$ cat config.mk
export PLATFORM = sky130hd
export DESIGN_NAME = mem_access_ctrl_flat
export DESIGN_NICKNAME = d
export VERILOG_FILES = /design/src/rtl/mem_access_ctrl_if.sv /design/src/rtl/mem_access_ctrl.sv /design/src/flat_wrapper.sv
export SDC_FILE = /design/constraint.sdc
export NUM_CORES = 1
export LEC_CHECK = 0
export CORE_MARGIN = 2
export CORE_UTILIZATION = 50
export DETAILED_ROUTE_END_ITERATION = 16
export MAX_ROUTING_LAYER = met4
export PLACE_DENSITY = 0.85
export SYNTH_ARGS = -nofsm -noshare
export SYNTH_HDL_FRONTEND = slang
export SYNTH_SLANG_ARGS = --single-unit
$ cat constraint.sdc
create_clock -name clk -period 4.7 [get_ports clk]
set_input_delay 0.94 -clock clk [delete_from_list [all_inputs] [get_ports clk]]
set_output_delay 0.94 -clock clk [all_outputs]
set_load 0.005 [all_outputs]
$ cat src/rtl/mem_access_ctrl_if.sv
// rtl/mem_access_ctrl_if.sv - host request/response, memory FSM and counter signals of mem_access_ctrl
interface mem_access_ctrl_if;
  logic       req_valid;
  logic       req_ready;
  logic       req_we;
  logic [2:0] req_addr;
  logic [7:0] req_wdata;
  logic       rsp_valid;
  logic       rsp_ready;
  logic [7:0] rsp_rdata;
  logic       rsp_err;
  logic [2:0] mem_a;
  logic [7:0] mem_inp;
  logic       mem_op;
  logic       mem_select;
  logic       mem_valid;
  logic [7:0] mem_out;
  logic [7:0] txn_count;

  modport slave (
    input  req_valid, req_we, req_addr, req_wdata, rsp_ready, mem_valid, mem_out,
    output req_ready, rsp_valid, rsp_rdata, rsp_err, mem_a, mem_inp, mem_op,
           mem_select, txn_count
  );

  modport master (
    output req_valid, req_we, req_addr, req_wdata, rsp_ready, mem_valid, mem_out,
    input  req_ready, rsp_valid, rsp_rdata, rsp_err, mem_a, mem_inp, mem_op,
           mem_select, txn_count
  );
endinterface

$ cat src/rtl/mem_access_ctrl.sv
// rtl/mem_access_ctrl.sv - single-request memory access sequencer with timeout and response hold
module mem_access_ctrl #(
  parameter int TIMEOUT_CYC  = 8,
  parameter bit INVERT_RDATA = 1'b1
) (
  input logic              clk,
  input logic              reset,
  mem_access_ctrl_if.slave bus
);

  typedef enum logic [2:0] {
    S_IDLE   = 3'd0,
    S_SETUP  = 3'd1,
    S_ACCESS = 3'd2,
    S_RESP   = 3'd3,
    S_GAP    = 3'd4
  } state_t;

  localparam logic [7:0] TO_LIMIT = 8'(TIMEOUT_CYC);

  state_t     r_state;
  state_t     w_next;
  logic       r_we;
  logic [2:0] r_addr;
  logic [7:0] r_wdata;
  logic [7:0] r_wait_cnt;
  logic [7:0] r_rsp_rdata;
  logic       r_rsp_err;
  logic [7:0] r_txn_count;

  logic       w_accept;
  logic [7:0] w_wait_inc;
  logic       w_timeout;
  logic [7:0] w_read_data;

  assign w_accept    = (r_state == S_IDLE) && bus.req_valid;
  assign w_wait_inc  = r_wait_cnt + 8'd1;
  assign w_timeout   = (w_wait_inc == TO_LIMIT);
  assign w_read_data = INVERT_RDATA ? ~bus.mem_out : bus.mem_out;

  always_ff @(posedge clk or negedge reset) begin
    if (!reset) begin
      r_state <= S_IDLE;
    end else begin
      r_state <= w_next;
    end
  end

  always_comb begin
    w_next = r_state;
    case (r_state)
      S_IDLE:   if (bus.req_valid) w_next = S_SETUP;
      S_SETUP:  w_next = S_ACCESS;
      S_ACCESS: if (bus.mem_valid || w_timeout) w_next = S_RESP;
      S_RESP:   if (bus.rsp_ready) w_next = S_GAP;
      S_GAP:    w_next = S_IDLE;
      default:  w_next = S_IDLE;
    endcase
  end

  // Latched request doubles as the memory-side drive, so it holds through RESP/GAP/IDLE.
  always_ff @(posedge clk or negedge reset) begin
    if (!reset) begin
      r_we        <= 1'b0;
      r_addr      <= 3'd0;
      r_wdata     <= 8'd0;
      r_wait_cnt  <= 8'd0;
      r_rsp_rdata <= 8'd0;
      r_rsp_err   <= 1'b0;
      r_txn_count <= 8'd0;
    end else begin
      if (w_accept) begin
        r_we    <= bus.req_we;
        r_addr  <= bus.req_addr;
        r_wdata <= bus.req_wdata;
      end
      if (r_state == S_SETUP) begin
        r_wait_cnt <= 8'd0;
      end else if (r_state == S_ACCESS) begin
        r_wait_cnt <= w_wait_inc;
      end
      // mem_valid is checked first so a response on the final wait cycle still succeeds.
      if (r_state == S_ACCESS) begin
        if (bus.mem_valid) begin
          r_rsp_rdata <= r_we ? 8'd0 : w_read_data;
          r_rsp_err   <= 1'b0;
        end else if (w_timeout) begin
          r_rsp_rdata <= 8'd0;
          r_rsp_err   <= 1'b1;
        end
      end
      if ((r_state == S_RESP) && bus.rsp_ready) begin
        r_txn_count <= r_txn_count + 8'd1;
      end
    end
  end

  assign bus.req_ready  = (r_state == S_IDLE) && reset;
  assign bus.rsp_valid  = (r_state == S_RESP);
  assign bus.rsp_rdata  = r_rsp_rdata;
  assign bus.rsp_err    = r_rsp_err;
  assign bus.mem_a      = r_addr;
  assign bus.mem_inp    = r_wdata;
  assign bus.mem_op     = r_we;
  assign bus.mem_select = (r_state == S_ACCESS);
  assign bus.txn_count  = r_txn_count;

endmodule

$ cat src/flat_wrapper.sv
// flat-port wrapper written by rule: the top's interface ports become plain ports
module mem_access_ctrl_flat 
#(
  parameter int TIMEOUT_CYC  = 8,
  parameter bit INVERT_RDATA = 1'b1
)
  (clk, reset, bus_req_valid, bus_req_we, bus_req_addr, bus_req_wdata, bus_rsp_ready, bus_mem_valid, bus_mem_out, bus_req_ready, bus_rsp_valid, bus_rsp_rdata, bus_rsp_err, bus_mem_a, bus_mem_inp, bus_mem_op, bus_mem_select, bus_txn_count);
  mem_access_ctrl_if bus_i ();
  input logic clk;
  input logic reset;
  input wire logic [$bits(bus_i.req_valid)-1:0] bus_req_valid;
  input wire logic [$bits(bus_i.req_we)-1:0] bus_req_we;
  input wire logic [$bits(bus_i.req_addr)-1:0] bus_req_addr;
  input wire logic [$bits(bus_i.req_wdata)-1:0] bus_req_wdata;
  input wire logic [$bits(bus_i.rsp_ready)-1:0] bus_rsp_ready;
  input wire logic [$bits(bus_i.mem_valid)-1:0] bus_mem_valid;
  input wire logic [$bits(bus_i.mem_out)-1:0] bus_mem_out;
  output wire logic [$bits(bus_i.req_ready)-1:0] bus_req_ready;
  output wire logic [$bits(bus_i.rsp_valid)-1:0] bus_rsp_valid;
  output wire logic [$bits(bus_i.rsp_rdata)-1:0] bus_rsp_rdata;
  output wire logic [$bits(bus_i.rsp_err)-1:0] bus_rsp_err;
  output wire logic [$bits(bus_i.mem_a)-1:0] bus_mem_a;
  output wire logic [$bits(bus_i.mem_inp)-1:0] bus_mem_inp;
  output wire logic [$bits(bus_i.mem_op)-1:0] bus_mem_op;
  output wire logic [$bits(bus_i.mem_select)-1:0] bus_mem_select;
  output wire logic [$bits(bus_i.txn_count)-1:0] bus_txn_count;
  assign bus_i.req_valid = bus_req_valid;
  assign bus_i.req_we = bus_req_we;
  assign bus_i.req_addr = bus_req_addr;
  assign bus_i.req_wdata = bus_req_wdata;
  assign bus_i.rsp_ready = bus_rsp_ready;
  assign bus_i.mem_valid = bus_mem_valid;
  assign bus_i.mem_out = bus_mem_out;
  assign bus_req_ready = bus_i.req_ready;
  assign bus_rsp_valid = bus_i.rsp_valid;
  assign bus_rsp_rdata = bus_i.rsp_rdata;
  assign bus_rsp_err = bus_i.rsp_err;
  assign bus_mem_a = bus_i.mem_a;
  assign bus_mem_inp = bus_i.mem_inp;
  assign bus_mem_op = bus_i.mem_op;
  assign bus_mem_select = bus_i.mem_select;
  assign bus_txn_count = bus_i.txn_count;
  mem_access_ctrl #(.TIMEOUT_CYC(TIMEOUT_CYC), .INVERT_RDATA(INVERT_RDATA)) u_core (.clk(clk), .reset(reset), .bus(bus_i));
endmodule
==> reports/metrics.yaml <==
clock_path_buffers: 2
period_share_pct: 66.2
met1_usage_pct: 25.4
ys_seq_area_share_pct: 53.8
track_usage_pct: 21.9
ioPinCount: 57
antenna_found_initial: 0
synth_xor_area_share_pct: 4.24
path_clk_slew_ns: 0.08
worstPathMaxFanout: 41
htree_levels: 2
syn_area_um2: 1860
async_reset_ff_share_pct: 100
drt_iter0_drc: 47
die_w_um: 65
die_y_um: 65
route.detailed.drc: 0
portBuffers: 56
ir_worst_vdd_mv: 0.315
min-delay-start: "u_core.bus.txn_count[7]"
hold_buffers: 0
crit_path_cell_trace: "buf_2 > buf_4 > and2_1 > clkdlybuf4s50_1"
worst_pin_slew_ns: 0.594
grt_util_met3_pct: 5.90
whs_ns: 0.498
slowest_delay_ns: 0.49
cp-start-kind: "primary input"
dp_slack_ns: 1.59
setup_tns_ns: 0
drive_gt1_share_pct: 12.0
drt-total-wl_mm: 4.15
intPower_w: 0.000907
seqPwrFrac_pct: 41.6
dpl.cell_count: 258
maxCapViolCount: 0
place_congestion: 0.786
combPwrFrac_pct: 42.7
rsz0062_at_grt: "no"
critPathKind: "in -> out"
synth-seq-cells: 40
synth.avg_cell_area_um2: 11.6
fmax_mhz: 322
vias: 1444
root_buffer: "clkbuf_8"
synthSimpleGateAreaFrac_pct: 15.3
setup_ws_ns: 1.59
cts.sinks: 40
synth_compound_area_share_pct: 11.2
overflow: 0
dpl.hpwl_mm: 3.00
final_antenna_net_count: 0
final_cell_mix: "clkdlybuf4s50_1 (55), dfrtp_1 (40), nand2_1 (18)"
p_per_area_nw_per_um2: 550
setup_viol: 0
slew_violations: 0
critPathBufInv: 3
cp-end-kind: "output pin"
synthMuxAreaShare_pct: 8.34
critPathTopFamily: "buffers and inverters"
tritoncts: "done"
grt_pass1_wl_mm: 6.70
arrival_ns: 2.17
whs_path_depth: 1
reg2reg_to: "u_core.bus.rsp_rdata[4]"
ys_types: 40
postCtsSetupBuffers: 0
synth_top_family_by_area: "simple AND/OR/NAND/NOR gates"
clkPwrFrac_pct: 15.7
dr.pass1.iters: 5
reg2reg_depth: 3
post_cts_resized: 0
die_area_um2: 4230
finalNetCount: 245
floorplan.initialDensity_pct: 51.6
layout_min_cycle_time_ns: 3.11
ys.flop_type: "dfrtp_1"
via_per_inst: 5.45
r2r_start: "u_core.r_state[1]"
leakage_nw: 1.06
synth_fa_ha_area_share_pct: 2.02
layout_commonest_cell: "clkdlybuf4s50_1"
crit_required_ns: 3.76
gr-usage-met2_pct: 35.6
status: "finished clean"
fin_worst_skew_ns: 0.00547
grt_max_degree: 42
r2r_slack_ns: 2.80
synthesis.instances: 161
relSlewSlack_pct: 60.4
diodes: 0
synth_nets: 189
wl_per_cell_um: 15.7
grt_pass1_vias: 1484
p_sw_share_pct: 34.1
min_to: "u_core.bus.txn_count[7]"
p_sw_w: 0.000470
hold_path.class: "reg -> reg"
synth_edf_count: 0
crit_slowest_cell: "clkdlybuf4s50_1"
coreArea_um2: 3610
final-hold-violation-count: 0
busiest_layer: "met2"
cts_buffers: 5
stdcell_count: 265
syn_to_final_growth_pct: 34.6
num_rows: 22
clk_latency_ns: 0.29
yosys_warnings: 0
-- per-layer routing --
layer | wire, um | share of wire, % | vias up
met5 | 0 | 0 | -
met4 | 77 | 1.9 | 0
met3 | 163 | 3.9 | 8
met2 | 2120 | 51 | 46
met1 | 1790 | 43 | 707
li1 | - | - | 683
-- area by class of cell --
class	count	area [um^2]
inverters	6	35.0
fillers	283	1100
clock buffers	5	68.8
multi-input cells	107	764
flip-flops and latches	40	1000
repair buffers	57	563
well taps	48	60.1
clock inverters	2	12.5
-- Yosys cell counts, types with 2 or more instances --
library cell,number,area [um^2]
mux2i_1,2,20.0
xor2_1,3,26.3
buf_2,3,15.0
and2_1,4,25.0
a21oi_1,3,15.0
nor4bb_1,2,20.0
dfrtp_1,40,1000
inv_1,5,18.8
ha_1,3,37.5
mux2_2,12,135
nand2_1,18,67.6
nor2_1,8,30.0
o32ai_1,7,61.3
xnor2_1,6,52.6
nand3_1,6,30.0
buf_6,3,33.8
o21ai_0,12,60.1
nand4_1,2,12.5
-- flip-flops by register name, indices dropped and copies added, names as in the netlist --
| signal | flops |
|---|---|
| u_core.bus.mem_inp | 8 |
| u_core.bus.rsp_rdata | 8 |
| u_core.bus.txn_count | 8 |
| u_core.r_wait_cnt | 8 |
| u_core.bus.mem_a | 3 |
| u_core.r_state | 3 |
| u_core.bus.mem_op | 1 |
| u_core.bus.rsp_err | 1 |
-- worst reg2reg max path, delay by kind of cell, from the launching register on --
| family | cells | cell delay, ns |
|---|---|---|
| compound gates | 1 | 0.18 |
| flops | 1 | 0.49 |
| simple gates | 2 | 1.09 |
-- cell families (layout without fill, tap and decap cells) --
family          count (synthesis)  after routing
fa+ha+maj                       3              3
buf+inv                        14             70
flops                          40             40
simple gates                   52             52
xor+xnor                        9              9
compound gates                 29             29
mux                            14             14
-- stage by stage --
step | cell area [um^2] | utilization (%) | total power (W)
after floorplan | 1860 | - | 0.000887
after global placement | 2420 | 67.2 | 0.00114
after detailed placement | 2420 | 67.2 | 0.00117
final | 2500 | 69.5 | 0.00138
after CTS | 2500 | 69.5 | 0.00139
after global routing | 2500 | 69.5 | 0.00147
-- power groups by stage --
stage | Combinational (W) | Sequential (W) | Clock (W)
floorplan | 0.000339 | 0.000549 | 0
global placement | 0.000569 | 0.000567 | 0
detailed placement | 0.000589 | 0.000579 | 0
CTS | 0.000594 | 0.000573 | 0.000225
global route | 0.000639 | 0.000592 | 0.000238
finish | 0.000587 | 0.000573 | 0.000216
-- worst max-delay path by stage --
stage          cells past startpoint       endpoint  startpoint
6_report                           4  bus_req_ready       reset
5_1_grt                            4  bus_req_ready       reset
4_1_cts                            4  bus_req_ready       reset
3_5_place_dp                       4  bus_req_ready       reset
3_3_place_gp                       4  bus_req_ready       reset
2_1_floorplan                      1  bus_req_ready       reset
Power figures use the tool's default switching activity.
==> RTL change 1, RTL diff (same flow settings) <==
Re-encode `state_t` (5 states) as one-hot, 5 bits wide.
--- a/src/rtl/mem_access_ctrl.sv
+++ b/src/rtl/mem_access_ctrl.sv
@@ -8,12 +8,12 @@
   mem_access_ctrl_if.slave bus
 );
 
-  typedef enum logic [2:0] {
-    S_IDLE   = 3'd0,
-    S_SETUP  = 3'd1,
-    S_ACCESS = 3'd2,
-    S_RESP   = 3'd3,
-    S_GAP    = 3'd4
+  typedef enum logic [4:0] {
+    S_IDLE   = 5'b00001,
+    S_SETUP  = 5'b00010,
+    S_ACCESS = 5'b00100,
+    S_RESP   = 5'b01000,
+    S_GAP    = 5'b10000
   } state_t;
 
   localparam logic [7:0] TO_LIMIT = 8'(TIMEOUT_CYC);
Formal check against the unedited RTL: same outputs for any inputs over 10 cycles, from zero or initial values and one cycle with reset low; not proved beyond that.
==> RTL change 1 against the original RTL <==
  * Power decreased by 16%
  * Register-to-register slack got worse by 330 ps
  * Routed wire length increased by 4.5%
  * Sequential cell count increased by 2
  * Die area increased by 5.9%
  * Largest power group is now registers
  * Clock skew increased by 3.5 ps
  * Final area increased by 5.3%
  * Setup slack improved by 4.1 ps
  * Sequential power decreased by 6.3%
  * Area after synthesis increased by 6.3%
  * Largest cell class unchanged
==> RTL change 1: results (changes against the original RTL) <==
Outcome
  • Outcome: finished, final reports clean

Placed design
  • Dpl cell area: 2550 um^2 (+5.1%)
  • Hpwl dp: 3.21 mm (+7.2%)
  • Dpl ws: 1930 ps (+342 ps)
  • Gpl congestion: 0.908 (+16%)
  • Dpl cells: 259 (+0.39%)

Logic synthesis
  • Yosys cell types: 48 (+20%)
  • Synth Area in XOR/XNOR: 4.43% (+0.19 points)
  • Area contributors post-synth: dfrtp_1 52%, o2bb2ai_2 6.1%, mux2_1 4.6%, nand2_1 3.0%, mux2_2 2.8%
  • Seq/Total Area, Yosys: 53.2% (-0.57 points)
  • Syn Area/Cell: 12.1 um^2 (+5.0%)
  • Compound-cell area share of the yosys netlist: 14.3% (+3.1 points)
  • Net Count, Synth: 191 (+1.1%)
  • Adder-Cell Fraction of Synth Area: 1.90% (-0.12 points)
  • Synth top cells by count: 41 x dfrtp_1, 16 x nand2_1, 8 x mux2_1, 8 x o21ai_0, 8 x o2bb2ai_2
  • Post-synthesis mux area share: 7.91% (-0.43 points)

Route
  • Initial DRC Count: 121 (+160%)
  • WL/cell: 16.3 um (+3.7%)
  • TritonRoute pass-1 iters: 4 (-1)
  • Vias per inst: 5.48 (+0.63%)

GRT
  • GRT Total Usage: 22.8% (+0.89 points)
  • Vias in the first global route: 1552 (+4.6%)
  • Largest net degree at the start of global routing: 43 (+2.4%)
  • First-pass GRT wire length: 7.31 mm (+9.1%)

Power and ir drop
  • Logic pwr share: 32.9% (-9.8 points)
  • Cell internal pwr: 0.000821 W (-9.5%)
  • Pwr/cell area: 439 nW/um^2 (-20%)
  • Seq pwr: 0.000537 W (-6.3%)
  • Pleak: 1.11 nW (+4.3%)

Finish
  • Share of cells above drive strength 1: 13.7% (+1.7 points)
  • Post-layout nets: 246 (+0.41%)
  • Non-Filler Instances: 267 (+0.75%)
  • Filler cell count: 292 (+3.2%)

Clock tree
  • Num CTS Buffers: 5 (unchanged)
  • CTS H-tree lvls: 2 (unchanged)
  • Post-CTS Setup Inserts: 0 (unchanged)
  • Reg clk slew, reported paths: 70 ps

Worst setup path
  • Slowest cell delay on critical path: 530 ps (+40 ps)
  • Crit path max fanout: 11 (-73%)

Timing
  • Rel. slew slack: 43.9% (-17 points)
RTL change 1: cell types whose count changed in the layout (fill, tap and decap cells not counted), sizes merged, moves of 3 or more:
cell and delta:
o32ai -8, and2 -5, a21oi -3, o2bb2ai +8, clkbuf +3, nand2 -3
RTL change 1: worst max-delay path, delay by kind of cell, from the launching register on:
kind / cells / cell delay [ps]
simple gates: 2 / 630
flops: 1 / 470
buf+inv: 2 / 780
RTL change 1: path summary, 6_finish.rpt:
kind                                         start  slack (ps)                      end  cells past startpoint
max                              u_core.r_state[1]        1590           bus_mem_select                      4
min                        u_core.bus.txn_count[7]         480  u_core.bus.txn_count[7]                      1
max reg2reg                   u_core.r_wait_cnt[0]        2470  u_core.bus.rsp_rdata[2]                      6
min reg2reg                u_core.bus.txn_count[7]         480  u_core.bus.txn_count[7]                      1
max in group asynchronous                    reset        3570        u_core.r_state[0]                      2
min in group asynchronous                    reset         740     u_core.r_wait_cnt[3]                      2
RTL change 1: metal layers:
metal	up-vias	track usage, %	part of all wire [%]
li1	702	-	-
met3	9	5.41	4.4
met1	719	27.0	41
met5	-	-	0
met2	34	37.8	52
met4	0	8.67	2.0
RTL change 1: final cells by class:
type | count | area (um^2) | area share [%]
sequential | 42 | 1050 | 39.9
multi-input combinational | 109 | 861 | 32.6
timing repair buffer | 57 | 563 | 21.3
clock buffer | 8 | 90.1 | 3.42
tap | 48 | 60.1 | 2.28
inverter | 3 | 11.3 | 0.427
RTL change 1: logic make-up (layout without fill, tap and decap cells):
logic type,count (synthesis),in the layout
AOI/OAI and AO/OA,32,32
xor gates and xnor gates,10,10
adders and majority gates,3,3
buffers and inverters,12,68
DFF,42,42
muxes,14,14
and+or+nand+nor,50,50
==> RTL change 2, RTL diff (same settings) <==
Without the edit above. `INVERT_RDATA` is set to 1'b1 in 2 places; all go to 1'b0.
--- a/src/rtl/mem_access_ctrl.sv
+++ b/src/rtl/mem_access_ctrl.sv
@@ -1,7 +1,7 @@
 // rtl/mem_access_ctrl.sv - single-request memory access sequencer with timeout and response hold
 module mem_access_ctrl #(
   parameter int TIMEOUT_CYC  = 8,
-  parameter bit INVERT_RDATA = 1'b1
+  parameter bit INVERT_RDATA = 1'b0
 ) (
   input logic              clk,
   input logic              reset,
--- a/src/flat_wrapper.sv
+++ b/src/flat_wrapper.sv
@@ -2,7 +2,7 @@
 module mem_access_ctrl_flat 
 #(
   parameter int TIMEOUT_CYC  = 8,
-  parameter bit INVERT_RDATA = 1'b1
+  parameter bit INVERT_RDATA = 1'b0
 )
   (clk, reset, bus_req_valid, bus_req_we, bus_req_addr, bus_req_wdata, bus_rsp_ready, bus_mem_valid, bus_mem_out, bus_req_ready, bus_rsp_valid, bus_rsp_rdata, bus_rsp_err, bus_mem_a, bus_mem_inp, bus_mem_op, bus_mem_select, bus_txn_count);
   mem_access_ctrl_if bus_i ();
Function: changed (a bounded check fails within 4 cycles, from zero or initial values and one cycle with reset low).
==> RTL change 2 against the original RTL <==
  * Sequential share of layout area fell by 2.2 points
  * Combinational power grew 6.0%
  * Setup slack worse by 63 ps
  * Via count is 7.4% higher
  * Area after synthesis up 5.7%
  * Routed wire length up 3.8%
  * Critical path depth decreased by 1
  * Sequential cell count unchanged
  * Global-route usage grew 0.30 points
  * Power grew 11%
  * Final area up 5.8%
  * Synthesized cell count is 9.3% higher
  * Critical endpoint is now bus_mem_select
  * Highest routed layer unchanged
==> RTL change 2: results (changes against the original RTL) <==
Worst setup path
  • R2R Path End: u_core.bus.rsp_err
  • Worst reg2reg startpoint: u_core.r_wait_cnt[0]
  • Worst-case reg-to-reg path depth: 5 (+2)
  • CP Data Arrival Time: 2230 ps (+60 ps)
  • Crit path max fanout: 16 (-61%)
  • Flop-to-flop setup slack: 2690 ps (-110 ps)

Route
  • Initial DRC Count: 77 (+64%)
  • TritonRoute pass-1 iters: 4 (-1)
  • WL/cell: 15.5 um (-1.0%)
  • DR vias: 1551 (+7.4%)

GRT
  • Largest net degree at the start of global routing: 41 (-2.4%)
  • GRT Total Usage: 22.2% (+0.30 points)
  • Grt ovf: 0 (unchanged)
  • First-pass GRT wire length: 7.11 mm (+6.2%)
  • Vias in the first global route: 1533 (+3.3%)

Hold path
  • Worst Hold Depth: 1 (unchanged)
  • Worst Min Path Start: u_core.bus.txn_count[7]

Logic synthesis
  • Synth top cells by count: 40 x dfrtp_1, 18 x a21oi_1, 13 x mux2_2
  • Seq/Total Area, Yosys: 50.9% (-2.9 points)
  • Yosys cell types: 42 (+5.0%)
  • Synth Area in XOR/XNOR: 4.45% (+0.22 points)
  • Post-synthesis mux area share: 7.95% (-0.39 points)
  • Net Count, Synth: 204 (+7.9%)
  • Compound-cell area share of the yosys netlist: 16.6% (+5.4 points)
  • Area contributors post-synth: dfrtp_1 51%, mux2_2 7.4%, a21oi_1 4.6%, xnor2_1 3.1%, a211oi_1 3.1%
  • Adder-Cell Fraction of Synth Area: 1.91% (-0.11 points)

Power and ir drop
  • Max IR drop VDD: 443 uV (+41%)
  • Comb pwr: 0.000622 W (+6.0%)
  • Switching portion of total power: 33.1% (-1.1 points)
  • Clock share of power: 20.1% (+4.4 points)
  • Pleak: 1.09 nW (+3.0%)

Finish
  • Share of cells above drive strength 1: 13.0% (+1.1 points)
  • Filler cell count: 278 (-1.8%)
  • Post-layout nets: 257 (+4.9%)

Placed design
  • Dpl cell area: 2520 um^2 (+4.2%)
  • Dpl ws: 1820 ps (+228 ps)
  • Gpl congestion: 0.804 (+2.2%)
  • Hpwl dp: 2.91 mm (-3.0%)

Timing
  • Rel. slew slack: 55.8% (-4.5 points)
  • Clock Skew: 8.93 ps (+3.45 ps)
  • Worst hold slack: 478 ps (-19.5 ps)

Clock tree
  • Num CTS Buffers: 5 (unchanged)
  • Clock tree buffer depth: 2 (unchanged)

Outcome
  • Outcome: finished, final reports clean
## RTL change 2: changes by cell type after synthesis, moves of 3 or more
| cell | unedited run | this run |
|---|---|---|
| nand4_1 | 2 | 5 |
| and2_1 | 4 | 0 |
| nand2_1 | 18 | 10 |
| buf_2 | 3 | 6 |
| nor3b_1 | 0 | 8 |
| o32ai_1 | 7 | 0 |
| inv_1 | 5 | 2 |
| a211oi_1 | 0 | 8 |
| a21oi_1 | 3 | 18 |
## RTL change 2: worst max-delay path: stages (launching register included)
cell and delay, ps:
dfrtp_1 530, or3b_2 650, clkinv_1 220, clkdlybuf4s50_1 530
## RTL change 2: final cells by class
cell class / count / area (um^2) / area share [%]
inverters: 3 / 11.3 / 0.425
repair buffers: 58 / 571 / 21.5
clock inverters: 1 / 30.0 / 1.13
clock buffers: 7 / 96.3 / 3.63
flip-flops and latches: 40 / 1000 / 37.8
multi-input cells: 121 / 882 / 33.3
well taps: 48 / 60.1 / 2.27
## RTL change 2: stage by stage
step           total power [W]  std cells
6_report               0.00153        278
5_1_grt                0.00164        278
4_1_cts                0.00155        278
3_5_place_dp           0.00123        270
3_3_place_gp           0.00121        270
2_1_floorplan         0.000916        176
## RTL change 2: worst max-delay path by stage
stage	slack [ps]	start	end	cells after the start
after floorplan	2550	reset	bus_req_ready	1
after global placement	1750	reset	bus_req_ready	3
after detailed placement	1820	reset	bus_req_ready	3
after CTS	1520	u_core.r_state[1]	bus_mem_select	3
after global routing	1420	u_core.r_state[1]	bus_mem_select	3
final	1530	u_core.r_state[1]	bus_mem_select	3
## RTL change 2: routing by layer
metal | routed length [um] | up-vias | track usage, %
met5 | 0 | - | -
met4 | 12 | 0 | 5.10
met3 | 296 | 2 | 8.11
met2 | 2010 | 51 | 33.3
met1 | 1990 | 746 | 29.0
li1 | - | 752 | -
